### src/rtl/mist1032isa_fifo_word_unpacker.sv
// mist1032isa_fifo_word_unpacker: splits two-word FIFO entries into single words for a valid/busy consumer.
// The next entry is popped in the same cycle the last half of the current one is accepted.
module mist1032isa_fifo_word_unpacker #(
  parameter int N = 32,
  parameter int CNT_N = 16
) (
  input  logic             iCLOCK,
  input  logic             iRESET,
  input  logic             iFLUSH,
  input  logic             iFIFO_EMPTY,
  input  logic [2*N:0]     iFIFO_DATA,
  output logic             oFIFO_RD_EN,
  output logic             oOUT_VALID,
  output logic [N-1:0]     oOUT_DATA,
  input  logic             iOUT_BUSY,
  output logic             oIDLE,
  output logic [CNT_N-1:0] oWORD_COUNT
);
  typedef enum logic [1:0] {IDLE, LOW, HIGH} state_t;
  state_t state_q, state_d;
  logic [2*N-1:0] buf_q, buf_d;
  logic low_only_q, low_only_d;
  logic [CNT_N-1:0] cnt_q, cnt_d;
  logic xfer, drained, reload;
  // drained: nothing left to show after this cycle, so a waiting entry may load now
  always_comb begin
    xfer = (state_q != IDLE) && !iOUT_BUSY;
    drained = (state_q == IDLE) || (xfer && ((state_q == HIGH) || low_only_q));
    reload = drained && !iFIFO_EMPTY && !iFLUSH && !iRESET;
    state_d = iFLUSH ? IDLE : reload ? LOW : drained ? IDLE : xfer ? HIGH : state_q;
    buf_d = iFLUSH ? '0 : reload ? iFIFO_DATA[2*N-1:0] : buf_q;
    low_only_d = iFLUSH ? 1'b0 : reload ? iFIFO_DATA[2*N] : low_only_q;
    cnt_d = iFLUSH ? '0 : cnt_q + CNT_N'(xfer);
  end
  always_ff @(posedge iCLOCK or posedge iRESET) begin
    if (iRESET) begin
      state_q <= IDLE;
      buf_q <= '0;
      low_only_q <= 1'b0;
      cnt_q <= '0;
    end else begin
      state_q <= state_d;
      buf_q <= buf_d;
      low_only_q <= low_only_d;
      cnt_q <= cnt_d;
    end
  end
  assign oFIFO_RD_EN = reload;
  assign oOUT_VALID = state_q != IDLE;
  assign oIDLE = state_q == IDLE;
  assign oOUT_DATA = (state_q == LOW) ? buf_q[N-1:0] : (state_q == HIGH) ? buf_q[2*N-1:N] : '0;
  assign oWORD_COUNT = cnt_q;
endmodule
### config.mk
export PLATFORM = sky130hd
export DESIGN_NAME = mist1032isa_fifo_word_unpacker
export DESIGN_NICKNAME = d
export VERILOG_FILES = /design/src/rtl/mist1032isa_fifo_word_unpacker.sv
export SDC_FILE = /design/constraint.sdc
export NUM_CORES = 1
export LEC_CHECK = 0
export CAP_MARGIN = 10
export CORE_ASPECT_RATIO = 1.5
export CORE_MARGIN = 5
export CORE_UTILIZATION = 35
export DETAILED_ROUTE_END_ITERATION = 7
export MAX_ROUTING_LAYER = met4
export SLEW_MARGIN = 20
export SYNTH_ARGS = -nofsm -noshare
export SYNTH_HDL_FRONTEND = slang
export SYNTH_SLANG_ARGS = --single-unit
### constraint.sdc
create_clock -name iCLOCK -period 3.4 [get_ports iCLOCK]
set_input_delay 0.68 -clock iCLOCK [delete_from_list [all_inputs] [get_ports iCLOCK]]
set_output_delay 0.68 -clock iCLOCK [all_outputs]
set_load 0.03 [all_outputs]
==> qor.yml <==
floorplan:
  std_cell_rows: 48
  fp.dieArea_mm2: 0.01383
  die_h_um: 141.5
  die_x_um: 97.70
  coreArea_mm2: 0.01141
  start_util_pct: 35.38
  top_level_ports: 121
global_route:
  track_usage_pct: 16.12
  antenna_found_initial: 0
  use_met2_pct: 27.47
  grt_pass1_wl_um: 17420
  top_usage_layer: "met2"
  overflow: 0
  met3_usage_pct: 3.345
  grt_max_degree: 85
  use_met1_pct: 19.01
  grt_pass1_vias: 3473
clock_network:
  holdBufCountCts: 0
  clkSinkCount: 83
  clk_pin_slew_ns: 0.06
  cts_resized: 0
  clkLatencyLatePin_ns: 0.33
  htreeDepth: 3
  cts_tree: "done"
  cts_root_buf: "clkbuf_16"
  post-cts-setup-buffer-count: 0
  clockBufferDepth: 2
  cts_buffers: 9
sta:
  clock.fmax_mhz: 337.3
  fin_skew_ns: 0.007247
  fin_crit_ns: 2.964
  maxSlewViolCount: 0
  tns_ns: 0
  hold-worst-slack_ns: 0.5153
  setup_viol: 0
  slew_headroom_pct: 52.54
  setup_slack_ns: 0.4357
  fin_crit_sh_pct: 87.19
  rsz0062_at_grt: "no"
  tightest_slew_ns: 0.7119
  timing_hold_violations_final: 0
setup_path:
  r2r-start: "state_q[1]$_DFFE_PP0P_"
  crit_fanout: 32
  start_kind: "register"
  reg2reg_slack_ns: 1.20
  path_cells: "nor2b_2, buf_4, a22o_1, clkdlybuf4s50_1"
  crit_arrival_ns: 2.28
  crit_family: "buffers and inverters"
  critPathMaxStageDelay_ns: 0.68
  crit_path_end_kind: "output pin"
  critPathCapture: "oOUT_DATA[17]"
  required_ns: 2.72
  ff2ff_path_depth: 5
  critPathKind: "reg -> out"
  crit_slowest_cell: "clkdlybuf4s50_1"
  r2r_end: "buf_q[21]$_DFFE_PP0P_"
  critical_path_buf_inv_count: 2
  startpoint: "state_q[0]$_DFFE_PP0P_"
  cp.depth: 4
cells_and_area:
  fin_util_pct: 49.55
  fillers: 1086
  final_nets: 595
  diodes: 0
  areaGrowthSynthToFinish_pct: 40.04
  layout-drive-gt1-share_pct: 5.094
synthesis:
  ys_ff_latch: 83
  ys_async_sr_fraction_pct: 100.0
  synth.area.top_cells: "dfrtp_1 (51%), nand3b_1 (12%), o21ai_0 (8.4%)"
  syn-instance-count: 422
  syn_nets: 492
  syn_avg_cell_area_um2: 9.568
  synth_edf_count: 0
  yosysSeqAreaShare_pct: 51.44
  yosys-top-cells-count: "dfrtp_1 (83), inv_1 (70), o21ai_0 (68), nand3b_1 (65), a22o_1 (32)"
  synth_top_area_share_pct: 51.44
  synthFlopType: "dfrtp_1"
  yosysMostFrequentCell: "dfrtp_1"
  synth_cell_types: 33
  syn_area_mm2: 0.004038
  synth_top_area_cell: "dfrtp_1"
  ys_warn_count: 0
drt:
  detail-route-antenna-nets: 0
  routed_wl_um: 10550
  num_vias: 3347
  avgViaCountPerCell: 4.922
  first_iter_violations: 216
  route.detailed.drc: 0
  wire_per_inst_um: 15.52
  drt_first_pass_iters: 4
min_path:
  min_path_type: "reg -> reg"
placed_design:
  gp_congestion: 0.7433
  portBuffers: 120
  dp_hpwl_um: 6945
  place_ws_ns: 0.4145
power_and_ir_drop:
  peakVddDrop_uv: 209.7
  p_leak_nw: 2.562
  p_per_area_mw_per_mm2: 410.3
run_status:
  outcome: "finished, final reports clean"
job:
  cap_violations: 0
cell families (layout without fill, tap and decap cells):
family	count (synthesis)	in the layout	share of synthesized area (%)
compound gates	116	116	17.82
mux	2	2	0.5268
buf+inv	104	212	10.23
xor+xnor	7	7	1.518
flops	83	83	51.44
simple gates	110	110	18.47
final cells by class:
class | instances | area [µm²] | area share, %
Inverter | 70 | 264.0 | 4.669
Clock inverter | 1 | 30.03 | 0.5311
Tap cell | 150 | 187.7 | 3.319
Multi-Input combinational cell | 235 | 1564 | 27.66
Sequential cell | 83 | 2077 | 36.73
Clock buffer | 15 | 277.8 | 4.913
Timing Repair Buffer | 126 | 1254 | 22.17
metrics by stage:
stage / total power, mW / std cells / area, µm²
3_3_place_gp: 1.337 / 664 / 5346
3_5_place_dp: 1.341 / 664 / 5346
4_1_cts: 2.355 / 680 / 5654
6_report: 2.320 / 680 / 5654
2_1_floorplan: 1.202 / 422 / 4038
5_1_grt: 2.425 / 680 / 5654
layout by cell type, fill, tap and decap left out, drive strengths merged, types with 4 or more instances in the layout:
| cell type | synthesis | routed |
|---|---|---|
| clkdlybuf4s50 | 0 | 119 |
| a21oi | 9 | 9 |
| nor2 | 12 | 12 |
| clkbuf | 23 | 15 |
| dfrtp | 83 | 83 |
| xor2 | 4 | 4 |
| nand2 | 5 | 5 |
| inv | 70 | 69 |
| o21ai | 69 | 69 |
| buf | 11 | 7 |
| a22o | 32 | 32 |
| and3 | 4 | 4 |
| nand3b | 65 | 65 |
| nand4 | 5 | 5 |
| nor2b | 4 | 4 |
flip-flops by register name (all words and copies together) (netlist names):
signal and flops:
oWORD_COUNT 16, state_q 2, buf_q 64, low_only_q 1
worst min-delay path by stage:
stage,from,endpoint,slack [ns],depth (start not counted)
finish,buf_q[59]$_DFFE_PP0P_,buf_q[59]$_DFFE_PP0P_,0.52,2
global route,buf_q[32]$_DFFE_PP0P_,buf_q[32]$_DFFE_PP0P_,0.54,2
CTS,buf_q[40]$_DFFE_PP0P_,buf_q[40]$_DFFE_PP0P_,0.52,2
detailed placement,buf_q[40]$_DFFE_PP0P_,buf_q[40]$_DFFE_PP0P_,0.50,2
global placement,buf_q[29]$_DFFE_PP0P_,buf_q[29]$_DFFE_PP0P_,0.50,2
floorplan,buf_q[63]$_DFFE_PP0P_,buf_q[63]$_DFFE_PP0P_,0.48,2
metal layers:
metal  wire, µm  part of all wire (%)
met1       4504                    43
met2       5504                    52
met3        403                   3.8
met4        140                   1.3
met5          0                     0
report_power, final:
part	internal, mW	total, mW	switching [mW]
Combinational	0.133	0.263	0.130
Clock	0.630	1.00	0.370
Sequential	1.03	1.06	0.0264
Total	1.79	2.32	0.526
tightest hold or removal path, cell delays in order, from the launching register on:
cell and delay (ns):
dfrtp_1 0.34, nand3b_1 0.07, o21ai_0 0.06
No activity file was read; power rests on OpenSTA's default activity.
